[src/rtl/dcache_flush_arbiter_if.sv]
// Flush-request bundle between the requesters, the arbiter and the dcache.
// Ports: req_i/ack_o (per-requester request level / completion pulse),
//        flush_dcache_o/flush_dcache_ack_i/cache_busy_i (dcache side), busy_o/timeout_o (status).
// Flow: req_i is held until it is consumed by a matching ack_o pulse; the dcache answers with a one-cycle ack.
interface dcache_flush_arbiter_if #(
  parameter int NumReq = 4
);
  logic [NumReq-1:0] req_i;
  logic [NumReq-1:0] ack_o;
  logic              flush_dcache_o;
  logic              flush_dcache_ack_i;
  logic              cache_busy_i;
  logic              busy_o;
  logic              timeout_o;

  // master: the arbiter, which drives the flush toward the dcache.
  modport master (
    input  req_i,
    input  flush_dcache_ack_i,
    input  cache_busy_i,
    output ack_o,
    output flush_dcache_o,
    output busy_o,
    output timeout_o
  );

  // slave: the requesters and the dcache, seen as one environment.
  modport slave (
    output req_i,
    output flush_dcache_ack_i,
    output cache_busy_i,
    input  ack_o,
    input  flush_dcache_o,
    input  busy_o,
    input  timeout_o
  );
endinterface

[src/rtl/dcache_flush_arbiter.sv]
// Coalesces per-requester dcache flush requests into one flush, with a watchdog on the dcache ack.
// Latency: request seen in IDLE -> flush_dcache_o next cycle; dcache ack -> ack_o two cycles later if the cache is idle.
// Backpressure: requests wait (level held) while a flush is in flight; DRAIN holds off completion while cache_busy_i is high.
// Ports: clk_i, rst_i (sync, active-high); bus (master view of dcache_flush_arbiter_if).
module dcache_flush_arbiter #(
  parameter int NumReq        = 4,
  parameter int TimeoutCycles = 1024
) (
  input  logic                  clk_i,
  input  logic                  rst_i,
  dcache_flush_arbiter_if.master bus
);

  localparam int CntW = (TimeoutCycles > 2) ? $clog2(TimeoutCycles) : 1;
  localparam logic [CntW-1:0] CntLimit = CntW'(TimeoutCycles - 1);

  typedef enum logic [1:0] {
    IDLE  = 2'd0,
    FLUSH = 2'd1,
    DRAIN = 2'd2,
    DONE  = 2'd3
  } state_t;

  state_t            state_q, state_d;
  logic [NumReq-1:0] mask_q, mask_d;
  logic [CntW-1:0]   cnt_q, cnt_d;
  logic              tmo_q, tmo_d;
  logic              done_vis;

  always_ff @(posedge clk_i) begin
    if (rst_i) begin
      state_q <= IDLE;
      mask_q  <= '0;
      cnt_q   <= '0;
      tmo_q   <= 1'b0;
    end else begin
      state_q <= state_d;
      mask_q  <= mask_d;
      cnt_q   <= cnt_d;
      tmo_q   <= tmo_d;
    end
  end

  always_comb begin
    state_d = state_q;
    mask_d  = mask_q;
    cnt_d   = cnt_q;
    tmo_d   = tmo_q;
    unique case (state_q)
      IDLE: begin
        // Only requesters present in this cycle join the flush; later ones wait for the next one.
        if (|bus.req_i) begin
          mask_d  = bus.req_i;
          cnt_d   = '0;
          state_d = FLUSH;
        end
      end
      FLUSH: begin
        // The ack is checked first so that an ack on the last watchdog cycle is not reported as a timeout.
        if (bus.flush_dcache_ack_i) begin
          state_d = DRAIN;
        end else if (cnt_q == CntLimit) begin
          tmo_d   = 1'b1;
          state_d = DONE;
        end else begin
          cnt_d = cnt_q + CntW'(1);
        end
      end
      DRAIN: begin
        if (!bus.cache_busy_i) begin
          state_d = DONE;
        end
      end
      DONE: begin
        mask_d  = '0;
        tmo_d   = 1'b0;
        state_d = IDLE;
      end
      default: begin
        state_d = IDLE;
      end
    endcase
  end

  // flush_dcache_o is a pure state decode. The completion and status outputs are also
  // masked by rst_i so an abandoned flush never acknowledges its requesters.
  assign done_vis           = (state_q == DONE) && !rst_i;
  assign bus.flush_dcache_o = (state_q == FLUSH);
  assign bus.ack_o          = done_vis ? mask_q : '0;
  assign bus.timeout_o      = done_vis && tmo_q;
  assign bus.busy_o         = (state_q != IDLE) && !rst_i;

endmodule

[src/flat_wrapper.sv]
// flat-port wrapper written by rule: the top's interface ports become plain ports
module dcache_flush_arbiter_flat 
#(
  parameter int NumReq        = 4,
  parameter int TimeoutCycles = 1024
)
  (clk_i, rst_i, bus_req_i, bus_flush_dcache_ack_i, bus_cache_busy_i, bus_ack_o, bus_flush_dcache_o, bus_busy_o, bus_timeout_o);
  dcache_flush_arbiter_if #(.NumReq(NumReq)) bus_i ();
  input  logic clk_i;
  input  logic rst_i;
  input wire logic [$bits(bus_i.req_i)-1:0] bus_req_i;
  input wire logic [$bits(bus_i.flush_dcache_ack_i)-1:0] bus_flush_dcache_ack_i;
  input wire logic [$bits(bus_i.cache_busy_i)-1:0] bus_cache_busy_i;
  output wire logic [$bits(bus_i.ack_o)-1:0] bus_ack_o;
  output wire logic [$bits(bus_i.flush_dcache_o)-1:0] bus_flush_dcache_o;
  output wire logic [$bits(bus_i.busy_o)-1:0] bus_busy_o;
  output wire logic [$bits(bus_i.timeout_o)-1:0] bus_timeout_o;
  assign bus_i.req_i = bus_req_i;
  assign bus_i.flush_dcache_ack_i = bus_flush_dcache_ack_i;
  assign bus_i.cache_busy_i = bus_cache_busy_i;
  assign bus_ack_o = bus_i.ack_o;
  assign bus_flush_dcache_o = bus_i.flush_dcache_o;
  assign bus_busy_o = bus_i.busy_o;
  assign bus_timeout_o = bus_i.timeout_o;
  dcache_flush_arbiter #(.NumReq(NumReq), .TimeoutCycles(TimeoutCycles)) u_core (.clk_i(clk_i), .rst_i(rst_i), .bus(bus_i));
endmodule
[config.mk]
export PLATFORM = sky130hd
export DESIGN_NAME = dcache_flush_arbiter_flat
export DESIGN_NICKNAME = d
export VERILOG_FILES = /design/src/rtl/dcache_flush_arbiter_if.sv /design/src/rtl/dcache_flush_arbiter.sv /design/src/flat_wrapper.sv
export SDC_FILE = /design/constraint.sdc
export NUM_CORES = 1
export LEC_CHECK = 0
export ABC_AREA = 1
export BUFFER_PORTS_ARGS = -buffer_cell sky130_fd_sc_hd__buf_2
export CORE_UTILIZATION = 45
export CTS_BUF_LIST = sky130_fd_sc_hd__clkbuf_4 sky130_fd_sc_hd__clkbuf_8 sky130_fd_sc_hd__clkbuf_16
export DETAILED_ROUTE_END_ITERATION = 12
export PLACE_DENSITY = 0.73
export SYNTH_ARGS = -nofsm -noshare
export SYNTH_HDL_FRONTEND = slang
export SYNTH_SLANG_ARGS = --single-unit
export TNS_END_PERCENT = 100
[constraint.sdc]
create_clock -name clk_i -period 4.35 [get_ports clk_i]
set_input_delay 0.435 -clock clk_i [delete_from_list [all_inputs] [get_ports clk_i]]
set_output_delay 0.435 -clock clk_i [all_outputs]
set_load 0.01 [all_outputs]
Word level (Yosys, flattened, before mapping)

Cells that the tools add are included.

Add/sub/neg operators: 1
Reduce and logical (&&, ||, !) cells: 14
Multiplexer cells: 15
Equality and inequality tests: 10

Operators by type and width:

| kind                  | number |
|---|---|
| $mux 10               | 3 |
| $pmux 10 s2           | 1 |
| $add 10x1->10 const B | 1 |
| $eq 10x10->1 const B  | 1 |
| $mux 2                | 4 |
| $mux 4                | 2 |
| $pmux 2 s4            | 1 |
| $pmux 4 s2            | 1 |
| $reduce_bool 2->1     | 4 |
| $ne 2x2->1 const B    | 3 |
| $reduce_and 3->1      | 2 |
| $eq 2x2->1 const B    | 2 |
| $ne 2x1->1 const B    | 2 |
| $reduce_and 4->1      | 1 |
| $reduce_or 4->1       | 1 |
| $logic_and 1x1->1     | 3 |
| $ne 3x2->1 const B    | 1 |
| $eq 2x1->1 const B    | 1 |
| $logic_not 2->1       | 1 |
| $mux 1                | 2 |
| $pmux 1 s2            | 1 |
| $reduce_and 2->1      | 1 |
| $logic_not 1->1       | 1 |

Word-level logic and storage cells: 44
Input port bits: 8
Bits in registers: 17
Output and inout bits: 7

Longest topological paths before layout

Gate-level depths: netlist of run 1.

Depth after elaboration: 4
Depth in mapped cells: 11
Mapped depth without buffers: 11

Worst setup path after synthesis of run 1

OpenSTA, ideal clock, no wires.

Path kind: reg-to-reg
From: reg u_core.state_q[1]
To: reg u_core.cnt_q[1]
Data required time: 4.234 ns
Library setup time: 0.116 ns
Setup slack: 2.818 ns
Clock period less this slack: 1.532 ns
Stages on the path, launching flop included: 11
Arrival time: 1.416 ns
Path buffers: 0
Cells stage by stage: dfxtp_1 inv_1 ha_1 nand2_2 o21ai_1 nand2_1 clkinv_2 nand2_8 inv_6 nor2_1 a21oi_2

Cells in the longest elaborated chain, start to end: 3
Elaborated cells between the ends (all ways): 8
Those cells by class: 4 x eq/ne; 1 x mux; 3 x reduce/logical

RTL lines:

| item                                                             | RTL line                   | RTL |
|---|---|---|
| start, declared                                                  | dcache_flush_arbiter.sv:24 | `state_t state_q, state_d;` |
| start signal, assigned                                           | dcache_flush_arbiter.sv:37 | `state_q <= state_d;` |
| $eq 2x1->1 (*)                                                   | --                         |  |
| net bus_flush_dcache_o                                           | flat_wrapper.sv:15         | `output wire logic [$bits(bus_i.flush_dcache_o)-1:0] bus_flush_dcache_o;` |
| $ne 2x2->1 (no line) / $reduce_bool 2->1 (equally long branches) | --                         |  |
| $reduce_and 4->1 (no line)                                       | --                         |  |
| end signal, assigned                                             | dcache_flush_arbiter.sv:39 | `cnt_q <= cnt_d;` |
| end, declared                                                    | dcache_flush_arbiter.sv:26 | `logic [CntW-1:0] cnt_q, cnt_d;` |

The timed path passes the listed nets; every way through them passes the cells marked *.
A chain may end at the register's enable or synchronous reset.

Final worst setup path of run 1

From: reg u_core.state_q[1]
To: out bus_flush_dcache_o

Cells in the longest elaborated chain, start to end: 1

RTL lines:

| item          | RTL line                   | RTL |
|---|---|---|
| $eq 2x1->1    | dcache_flush_arbiter.sv:88 | `assign bus.flush_dcache_o = (state_q == FLUSH);` |
| end, declared | flat_wrapper.sv:15         |  |

Every way passes these cells.

==> flow_metrics.env, run 1 <==
export IMPL_status="finished, final reports clean"
export IMPL_most_common_layout_cells="nand2_1 (39), inv_1 (26), nor2_1 (24), dfxtp_1 (17), buf_2 (14)"
export IMPL_layout_core_utilization_pct=54.72
export IMPL_cellPowerDensity_nw_per_um2=544.9
export IMPL_placement_io_buffers=14
export IMPL_drtPass1Iterations=4
export IMPL_place_congestion=0.8878
export IMPL_postSynthCellCount=167
export IMPL_row_count=17
export IMPL_worst_skew_pair_late_latency_ns=0.30
export IMPL_power_static_leakage_nw=0.5624
export IMPL_post_cts_setup_driven_buffer_insertion_count=0
export IMPL_areaGrowthSynthToFinish_pct=11.92
export IMPL_dieArea_um2=2652
export IMPL_synth_sequential_area_ratio_pct=30.87
export IMPL_layout_worst_path_cycle_share_pct=41.79
export IMPL_slew_violations=0
export IMPL_ctsRootBufferMaster="clkbuf_4"
export IMPL_cp_start_kind="flip-flop"
export IMPL_syn_avg_cell_area_um2=6.601
export IMPL_ir_worst_vdd_mv=0.2711
export IMPL_ctsLongestPathBuffers=2
export IMPL_synth_edf_count=0
export IMPL_maxCapViolCount=0
export IMPL_numCtsBuffers=3
export IMPL_fraction_of_registers_with_async_set_reset_pct=0
export IMPL_synth_unique_cells=24
export IMPL_clkSinkCount=17
export IMPL_setup_ws_ns=2.532
export IMPL_critPathLaunch="u_core.state_q[1]"
export IMPL_floorplan_initialDensity_pct=48.89
export IMPL_worstPathMaxFanout=9
export IMPL_synth_area_leaders="dfxtp_1 (31%), nand2_1 (13%), inv_1 (8.9%)"
export IMPL_globalRouteTotalUtil_pct=20.73
export IMPL_worst_hold_path_stage_count=3
export IMPL_worst_ep_required_time_ns=3.91
export IMPL_vias_per_cell=5.057
export IMPL_worst_path_arrival_time_ns=1.38
export IMPL_critPathKind="flip-flop to primary output"
export IMPL_reg2reg_from="u_core.state_q[1]"
export IMPL_hold_slack_ns=0.4099
export IMPL_core_area_um2=2255
export IMPL_total_via_count_after_detailed_routing=1072
export IMPL_antennaDiodeCount=0
export IMPL_final_nets=198
export IMPL_total_power_mw=0.6722
export IMPL_synth_nets=180
export IMPL_wire_per_inst_um=11.17
export IMPL_cts_hold_buffers=0
export IMPL_cts_tree="built"
export IMPL_slew_limit_headroom_pct=72.15
export IMPL_maxClockFrequency_mhz=550.1
export IMPL_h_tree_depth=1
export IMPL_ys_ff_latch=17
export IMPL_die_height_um=51.50
export IMPL_final_period_minus_worst_setup_slack_ns=1.818
export IMPL_global_route_overflow_total=0
export IMPL_drt_antenna_violating_nets=0
export IMPL_final_clock_skew_ns=0.004987
export IMPL_dp_hpwl_um=1757
export IMPL_r2r_worst_path_cells=11
export IMPL_cts_resized_gates=0
export IMPL_synth_ff_type="dfxtp_1"
export IMPL_first_global_vias=983
export IMPL_dr_first_iter_drc_count=29
export IMPL_startpoint_of_the_worst_hold_path="bus_req_i[3]"
export IMPL_leading_cell_type_in_the_layout_fill_and_taps_excluded="nand2_1"
export IMPL_post_synth_top_area_cell="dfxtp_1"
export IMPL_min_path_type="input port to flip-flop"
export IMPL_detail_route_wirelength_um=2367
export IMPL_setup_viol=0
export IMPL_fin_tns_setup_ns=0
export IMPL_rsz0062_at_grt="no"
export IMPL_final_layout_size_suffix_gt1_share_pct=19.02
export IMPL_pre_cts_slack_ns=2.594
export IMPL_worst_pin_slew_ns=0.4178
export IMPL_synthDominantCellAreaShare_pct=30.87
export IMPL_synth_area_um2=1102
export IMPL_path_clk_slew_ns=0.10
export IMPL_top_level_ports=15
export IMPL_largest_net_degree_at_the_start_of_global_routing=12
export IMPL_grt_antenna_before_repair=0
export IMPL_global_route_wire_length_before_repair_um=4043
export IMPL_hold_violations=0
export IMPL_route_detailed_drc=0
export IMPL_width_of_the_die_um=51.50
export IMPL_end_kind="primary output"
export IMPL_synthesis_yosys_warnings=0
cells in the mapped netlist (2+ instances only):
| cell type | number |
|---|---|
| inv_1 | 26 |
| o21ai_1 | 3 |
| nor3_1 | 2 |
| nand2_1 | 39 |
| o21ai_0 | 5 |
| dfxtp_1 | 17 |
| nand2_2 | 6 |
| a211oi_1 | 3 |
| a21oi_2 | 4 |
| o21bai_1 | 2 |
| nor2_2 | 2 |
| a21oi_1 | 10 |
| nor2_1 | 24 |
| nand3_1 | 10 |
| ha_1 | 5 |
per-stage QoR:
stage	cell area, µm²	cells
floorplan	1102	167
global placement	1204	208
detailed placement	1204	208
CTS	1234	212
global route	1234	212
finish	1234	212
report_power, final:
part           leakage, nW  internal (mW)  switching, mW
Clock               0.0184         0.0420         0.0541
Sequential           0.139          0.192         0.0275
Combinational        0.405          0.121          0.235
logic make-up after synthesis:
family / count (synthesis) / synth area share (%)
xor gates and xnor gates: 1 / 0.7947
AOI/OAI and AO/OA: 27 / 14.75
and+or+nand+nor: 88 / 37.46
adders and majority gates: 5 / 5.675
buffers and inverters: 29 / 10.44
DFF: 17 / 30.87
critical path: stages, from the launching register on:
cell and delay, ns:
dfxtp_1 0.36, inv_1 0.10, ha_1 0.42, buf_2 0.21
sequential cells by signal (all words and copies together) (netlist names):
signal,flops
u_core.cnt_q,10
u_core.mask_q,4
u_core.state_q,2
u_core.tmo_q,1
metal layers:
metal  global-route usage, %  vias to the layer above  wire length, µm
met1                   26.40                      474             1164
met5                       0                        -                0
met4                   10.81                        0               38
li1                        -                      562                -
met2                   32.47                       31             1047
met3                   4.678                        5              116
layout make-up:
cell class	instances	area (µm²)
Fill cell	241	1021
Inverter	28	111.4
Clock buffer	4	30.03
Timing Repair Buffer	14	70.07
Tap cell	28	35.03
Multi-Input combinational cell	121	646.9
Sequential cell	17	340.3
final timing paths:
kind	end	slack, ns
max	bus_flush_dcache_o	2.53
min	u_core.mask_q[3]	0.41
max reg2reg	u_core.cnt_q[6]	2.63
min reg2reg	u_core.mask_q[3]	0.47
Note: power is estimated with default switching activity, not from simulation.
==> inputs of run 2 (changes only) <==
--- a/config.mk
+++ b/config.mk
@@ -5,12 +5,12 @@
 export SDC_FILE = /design/constraint.sdc
 export NUM_CORES = 1
 export LEC_CHECK = 0
-export ABC_AREA = 1
+export ABC_AREA = 0
 export BUFFER_PORTS_ARGS = -buffer_cell sky130_fd_sc_hd__buf_2
 export CORE_UTILIZATION = 45
 export CTS_BUF_LIST = sky130_fd_sc_hd__clkbuf_4 sky130_fd_sc_hd__clkbuf_8 sky130_fd_sc_hd__clkbuf_16
 export DETAILED_ROUTE_END_ITERATION = 12
-export PLACE_DENSITY = 0.73
+export PLACE_DENSITY = 0.75
 export SYNTH_ARGS = -nofsm -noshare
 export SYNTH_HDL_FRONTEND = slang
 export SYNTH_SLANG_ARGS = --single-unit
==> constraint.sdc (replaced) <==
create_clock -name clk_i -period 1.6 [get_ports clk_i]
set_input_delay 0.16 -clock clk_i [delete_from_list [all_inputs] [get_ports clk_i]]
set_output_delay 0.16 -clock clk_i [all_outputs]
set_load 0.01 [all_outputs]
==> run 2 against run 1 <==
  * The flow now finishes with violations (setup timing)
  * Cell count decreased by 4.7%
  * Hold slack got worse by 0.31 ns
  * Sequential share of layout area decreased by 5.3 points
  * Critical path depth increased by 4
  * Sequential power increased by 140%
  * First-iteration DRC count increased by 130%
  * Via count increased by 19%
  * Clock power increased to 2.6 times the previous value
  * Critical path type is now flip-flop to flip-flop
  * Combinational power increased to 3.7 times the previous value
  * Flip-flop and latch count unchanged
  * Synthesized cell count decreased by 20%
  * Utilization increased by 14 points
==> flow_metrics.env, run 2 <==
export IMPL_maxClockFrequency_mhz=566.0
export IMPL_internal_power_mw=1.262
export IMPL_cts_tree="built"
export IMPL_synth_adder_area_share_pct=5.780
export IMPL_clkSinkCount=17
export IMPL_detail_route_wirelength_um=3250
export IMPL_cp_start_kind="flip-flop"
export IMPL_grt_antenna_before_repair=0
export IMPL_worst_ep_required_time_ns=1.77
export IMPL_wire_per_inst_um=16.09
export IMPL_yosys_area_share_xor_xnor_pct=0
export IMPL_route_detailed_drc=0
export IMPL_end_kind="flip-flop"
export IMPL_postSynthCellCount=133
export IMPL_global_route_overflow_total=0
export IMPL_numCtsBuffers=3
export IMPL_die_height_um=51.04
export IMPL_synth_unique_cells=43
export IMPL_leading_cell_type_in_the_layout_fill_and_taps_excluded="buf_4"
export IMPL_ys_ff_latch=17
export IMPL_ir_worst_vdd_mv=1.050
export IMPL_synth_area_leaders="dfxtp_1 (31%), ha_1 (5.8%), a221oi_1 (4.0%)"
export IMPL_status="finished, violations left"
export IMPL_cellPowerDensity_nw_per_um2=1364
export IMPL_drtPass1Iterations=5
export IMPL_dieArea_um2=2605
export IMPL_worst_path_arrival_time_ns=1.93
export IMPL_synth_mux_area_fraction_pct=0
export IMPL_setup_ws_ns=-0.1666
export IMPL_dominant_combinational_cell_family_by_area_after_synthesis="simple AND/OR/NAND/NOR gates"
export IMPL_most_common_layout_cells="buf_4 (27), dfxtp_1 (15), buf_2 (14), nor2_1 (11), nand2_1 (10)"
export IMPL_path_clk_slew_ns=0.12
export IMPL_combPwrFrac_pct=62.8
export IMPL_final_period_minus_worst_setup_slack_ns=1.767
export IMPL_h_tree_depth=1
export IMPL_synth_sequential_area_ratio_pct=31.45
export IMPL_synthesis_yosys_warnings=0
export IMPL_row_count=17
export IMPL_synth_edf_count=0
export IMPL_floorplan_initialDensity_pct=48.46
export IMPL_post_synth_and_or_nand_nor_area_fraction_pct=29.60
export IMPL_synth_compound_gate_area_share_pct=27.75
export IMPL_largest_register_ffs=10
export IMPL_fraction_of_registers_with_async_set_reset_pct=0
export IMPL_post_synth_most_frequent_cells="dfxtp_1 (17), nand2_1 (11), nor2_1 (11)"
export IMPL_antennaDiodeCount=0
export IMPL_vias_per_cell=6.342
export IMPL_width_of_the_die_um=51.04
export IMPL_syn_avg_cell_area_um2=8.138
export IMPL_critPathKind="flip-flop to flip-flop"
export IMPL_synth_area_um2=1082
export IMPL_violations="setup timing"
export IMPL_pre_cts_slack_ns=-0.2077
export IMPL_layout_worst_path_cycle_share_pct=110.4
export IMPL_registers_top_by_ff_count="u_core.cnt_q"
export IMPL_setup_viol=16
export IMPL_final_clock_skew_ns=0.01523
export IMPL_first_global_vias=1199
export IMPL_power_static_leakage_nw=0.6104
export IMPL_p_seq_share_pct=25.3
export IMPL_power_share_switching_pct=39.82
export IMPL_dr_first_iter_drc_count=68
export IMPL_worst_skew_pair_late_latency_ns=0.31
export IMPL_global_route_wire_length_before_repair_um=5209
export IMPL_worstPathMaxFanout=4
export IMPL_place_congestion=0.9540
export IMPL_largest_net_degree_at_the_start_of_global_routing=18
export IMPL_core_area_um2=2233
export IMPL_top_regs="u_core.cnt_q: 10 flops, u_core.mask_q: 4 flops, u_core.state_q: 2 flops"
export IMPL_synthDominantCellAreaShare_pct=31.45
export IMPL_placement_io_buffers=14
export IMPL_post_synth_top_area_cell="dfxtp_1"
export IMPL_hold_violations=0
export IMPL_drt_antenna_violating_nets=0
export IMPL_areaGrowthSynthToFinish_pct=42.08
export IMPL_synth_ff_type="dfxtp_1"
export IMPL_maxCapViolCount=0
export IMPL_ctsRootBufferMaster="clkbuf_4"
export IMPL_finalNonFillerCells=202
export IMPL_post_place_cells=196
export IMPL_dp_hpwl_um=2385
export IMPL_slew_limit_headroom_pct=73.47
export IMPL_min_path_type="input port to flip-flop"
export IMPL_clock_power_share_pct=11.9
export IMPL_final_nets=188
export IMPL_slew_violations=0
export IMPL_total_via_count_after_detailed_routing=1281
export IMPL_final_layout_size_suffix_gt1_share_pct=41.38
export IMPL_top_level_ports=15
export IMPL_yosys_cell_count_top_type="dfxtp_1"
export IMPL_synth_nets=146
export IMPL_netSwitchingPower_mw=0.8351
export IMPL_rsz0062_at_grt="yes"
export IMPL_ctsLongestPathBuffers=2
export IMPL_worst_pin_slew_ns=0.3930
export IMPL_globalRouteTotalUtil_pct=26.76
[run 2: cell types whose count changed after synthesis, sizes merged, moves of 4 or more]
cell	delta
o21ai	-4
inv	-20
and2	+6
a221oi	+5
nor2b	+5
a22oi	+4
nor2	-15
a21oi	-11
nand2	-35
[run 2: stage by stage]
stage	power, mW	setup TNS, ns	cell area [µm²]	hold WS (ns)	util (%)
after CTS	1.979	-1.621	1479	0.1047	66.22
after floorplan	1.245	-1.148	1131	0.3083	-
after global routing	2.244	-2.794	1538	0.1250	68.85
final	2.097	-1.784	1538	0.1047	68.85
after detailed placement	1.684	-1.942	1405	0.4295	62.91
after global placement	1.631	-1.131	1405	0.4211	62.91
[run 2: routing by layer]
layer	up-vias	wire length, µm	GRT usage (%)	part of all wire, %
li1	602	-	-	-
met1	601	1333	33.27	41
met2	67	1649	43.86	51
met3	11	207	4.464	6.4
met4	0	61	13.89	1.9
met5	-	0	0	0
[run 2: path summary, 6_finish.rpt]
kind | startpoint | endpoint | slack [ns] | cells after the start
min reg2reg | u_core.mask_q[3] | u_core.mask_q[3] | 0.53 | 2
min | bus_req_i[3] | u_core.mask_q[3] | 0.10 | 3
max | u_core.state_q[0] | u_core.cnt_q[7] | -0.17 | 7
max reg2reg | u_core.state_q[0] | u_core.cnt_q[7] | -0.17 | 7
[run 2: what timing repair did]
action	CTS	global route
pin swaps	5	4
resized for setup	11	8
setup endpoints to repair	21	22
hold buffers	0	0
setup buffers	1	2
[run 2: final cells by class]
cell class                 count  area (µm²)
multi-input combinational    102       799.5
clock inverter                 1       5.005
sequential                    17       342.8
timing repair buffer          44       306.5
inverter                       7       26.28
tap                           28       35.03
fill                         176       695.7
clock buffer                   3       22.52
[run 2: power groups by stage]
stage	Sequential, mW	Clock, mW	Combinational (mW)
6_report	0.530	0.249	1.32
5_1_grt	0.535	0.271	1.44
4_1_cts	0.528	0.253	1.20
3_5_place_dp	0.541	0	1.14
3_3_place_gp	0.533	0	1.10
2_1_floorplan	0.539	0	0.707
[run 2: critical path, stage by stage, from the launching register on]
cell      delay [ns]
dfxtp_2         0.36
inv_2           0.07
ha_4            0.13
or4b_4          0.49
buf_6           0.15
o211a_4         0.25
nand2_4         0.08
o211ai_1        0.09
[run 2: cell families (layout without fill, tap and decap cells)]
group	count (synthesis)	in the layout
buf+inv	14	55
simple gates	58	58
flops	17	17
compound gates	39	39
fa+ha+maj	5	5
==> inputs of run 3 (changes only) <==
--- a/config.mk
+++ b/config.mk
@@ -11,6 +11,7 @@
 export CTS_BUF_LIST = sky130_fd_sc_hd__clkbuf_4 sky130_fd_sc_hd__clkbuf_8 sky130_fd_sc_hd__clkbuf_16
 export DETAILED_ROUTE_END_ITERATION = 12
 export PLACE_DENSITY = 0.75
+export SKIP_LAST_GASP = 1
 export SYNTH_ARGS = -nofsm -noshare
 export SYNTH_HDL_FRONTEND = slang
 export SYNTH_SLANG_ARGS = --single-unit
==> run 3 against run 2 <==
  * The flow still finishes with violations (setup timing)
  * Sequential power barely moved
  * Clock power barely moved
  * Maximum frequency fell by 0.49%
  * Hold slack got worse by 0.0034 ns
  * Combinational power barely moved
  * Flip-flop and latch count did not move
  * Critical endpoint unchanged
  * Largest cell class unchanged
  * Largest power group unchanged
==> flow_metrics.env, run 3 (synthesized netlist as in run 2, its figures left out) <==
export IMPL_status="finished, violations left"
export IMPL_violations="setup timing"
export IMPL_path_clk_slew_ns=0.12
export IMPL_numCtsBuffers=3
export IMPL_reg2reg_to="u_core.cnt_q[7]"
export IMPL_final_layout_size_suffix_gt1_share_pct=40.80
export IMPL_postPlaceCellArea_um2=1405
export IMPL_power_share_switching_pct=40.15
export IMPL_areaGrowthSynthToFinish_pct=41.16
export IMPL_critPathKind="flip-flop to flip-flop"
export IMPL_slew_violations=0
export IMPL_globalRouteTotalUtil_pct=26.76
export IMPL_worst_path_arrival_time_ns=1.94
export IMPL_antennaDiodeCount=0
export IMPL_ctsRootBufferMaster="clkbuf_4"
export IMPL_setup_ws_ns=-0.1753
export IMPL_dr_first_iter_drc_count=63
export IMPL_ctsLongestPathBuffers=2
export IMPL_worst_path_dominant_cell_family="simple AND/OR/NAND/NOR gates"
export IMPL_global_route_overflow_total=0
export IMPL_dieArea_um2=2605
export IMPL_cp_start_kind="flip-flop"
export IMPL_worst_pin_slew_ns=0.4690
export IMPL_critPathSlowestCell="or4b_4"
export IMPL_worst_ep_required_time_ns=1.77
export IMPL_combPwrFrac_pct=62.3
export IMPL_design_area_um2=1528
export IMPL_largest_register_ffs=10
export IMPL_top_level_ports=15
export IMPL_ir_worst_vdd_mv=1.041
export IMPL_slew_limit_headroom_pct=68.34
export IMPL_min_path_type="input port to flip-flop"
export IMPL_largest_net_degree_at_the_start_of_global_routing=18
export IMPL_pre_cts_slack_ns=-0.2077
export IMPL_worstPathMaxFanout=4
export IMPL_die_height_um=51.04
export IMPL_final_period_minus_worst_setup_slack_ns=1.775
export IMPL_hold_violations=0
export IMPL_top_regs="u_core.cnt_q: 10 flops, u_core.mask_q: 4 flops, u_core.state_q: 2 flops"
export IMPL_maxCapViolCount=0
export IMPL_route_detailed_drc=0
export IMPL_end_kind="flip-flop"
export IMPL_h_tree_depth=1
export IMPL_rsz0062_at_grt="yes"
export IMPL_netSwitchingPower_mw=0.8343
export IMPL_clock_power_share_pct=12.1
export IMPL_cellPowerDensity_nw_per_um2=1360
export IMPL_drtPass1Iterations=5
export IMPL_vias_per_cell=6.337
export IMPL_floorplan_initialDensity_pct=48.46
export IMPL_drt_antenna_violating_nets=0
export IMPL_startpoint_of_the_worst_hold_path="bus_req_i[3]"
export IMPL_p_seq_share_pct=25.5
export IMPL_layout_core_utilization_pct=68.40
export IMPL_hold_path_endpoint="u_core.mask_q[3]"
export IMPL_cts_tree="built"
export IMPL_detail_route_wirelength_um=3264
export IMPL_width_of_the_die_um=51.04
export IMPL_row_count=17
export IMPL_place_congestion=0.9540
export IMPL_power_static_leakage_nw=0.6067
export IMPL_first_global_vias=1201
export IMPL_r2r_worst_path_cells=7
export IMPL_core_area_um2=2233
export IMPL_dp_hpwl_um=2385
export IMPL_leading_cell_type_in_the_layout_fill_and_taps_excluded="buf_4"
export IMPL_worst_hold_path_stage_count=3
export IMPL_total_via_count_after_detailed_routing=1280
export IMPL_worst_skew_pair_late_latency_ns=0.31
export IMPL_rrSetupSlack_ns=-0.18
export IMPL_wire_per_inst_um=16.16
export IMPL_reg2reg_from="u_core.state_q[0]"
export IMPL_clkSinkCount=17
export IMPL_grt_antenna_before_repair=0
export IMPL_layout_worst_path_cycle_share_pct=111.0
export IMPL_cpPeakStageDelay_ns=0.49
export IMPL_final_nets=188
export IMPL_registers_top_by_ff_count="u_core.cnt_q"
export IMPL_maxClockFrequency_mhz=563.3
export IMPL_final_clock_skew_ns=0.01292
export IMPL_most_common_layout_cells="buf_4 (28), dfxtp_1 (15), buf_2 (14), nor2_1 (11), nand2_1 (10)"
export IMPL_global_route_wire_length_before_repair_um=5209
export IMPL_placement_io_buffers=14
export IMPL_timing_critical_path_cells="inv_2 > ha_4 > or4b_4 > buf_6 > o211a_4 > nand2_4 > o211ai_1"
export IMPL_internal_power_mw=1.244
export IMPL_critical_path_n_buffers_inverters=2
export IMPL_setup_viol=16
## run 3: power by group through the flow
stage	clock [mW]	combinational, mW	sequential, mW
floorplan	0	0.707	0.539
global placement	0	1.10	0.533
detailed placement	0	1.14	0.541
CTS	0.253	1.20	0.528
global route	0.271	1.41	0.535
finish	0.252	1.30	0.530
## run 3: worst register-to-register path: stages, from the launching register on
cell and delay, ns:
dfxtp_2 0.36, inv_2 0.08, ha_4 0.13, or4b_4 0.49
buf_6 0.15, o211a_4 0.25, nand2_4 0.09, o211ai_1 0.09
## run 3: cell type report
cell class,count,area [µm²]
multi-input combinational,102,793.3
fill,177,705.7
sequential,17,342.8
timing repair buffer,44,302.8
tap,28,35.03
inverter,7,26.28
clock buffer,3,22.52
clock inverter,1,5.005
## run 3: per-layer routing
layer	track usage, %	share of wire [%]	up-vias
li1	-	-	596
met1	33.27	40	596
met2	43.86	49	74
met3	4.464	7.6	14
met4	13.89	2.7	0
met5	0	0	-
## run 3: worst max path at each step
stage                           start                 to  slack (ns)  cells past startpoint
floorplan           u_core.state_q[0]  u_core.state_q[1]       -0.21                      8
global placement    u_core.state_q[0]  u_core.state_q[1]       -0.14                      6
detailed placement  u_core.state_q[0]    u_core.cnt_q[8]       -0.21                      6
CTS                 u_core.state_q[0]    u_core.cnt_q[7]       -0.15                      7
global route        u_core.state_q[1]    u_core.cnt_q[0]       -0.22                      6
finish              u_core.state_q[0]    u_core.cnt_q[7]       -0.18                      7
## run 3: repair_timing
item                                   in CTS  in global routing
setup buffers                               1                  2
pin swaps                                   3                  5
setup endpoints to repair                  21                 22
hold buffers                                0                  0
resized for setup                          11                  6
endpoints found under the hold margin       0                  0
## run 3: stage by stage
step                power [mW]  setup TNS [ns]  hold WS [ns]  instances
finish                   2.078          -1.883        0.1014        202
global route             2.216          -2.908        0.1250        202
detailed placement       1.684          -1.942        0.4295        196
floorplan                1.245          -1.148        0.3083        133
CTS                      1.978          -1.658        0.1047        200
global placement         1.631          -1.131        0.4211        196
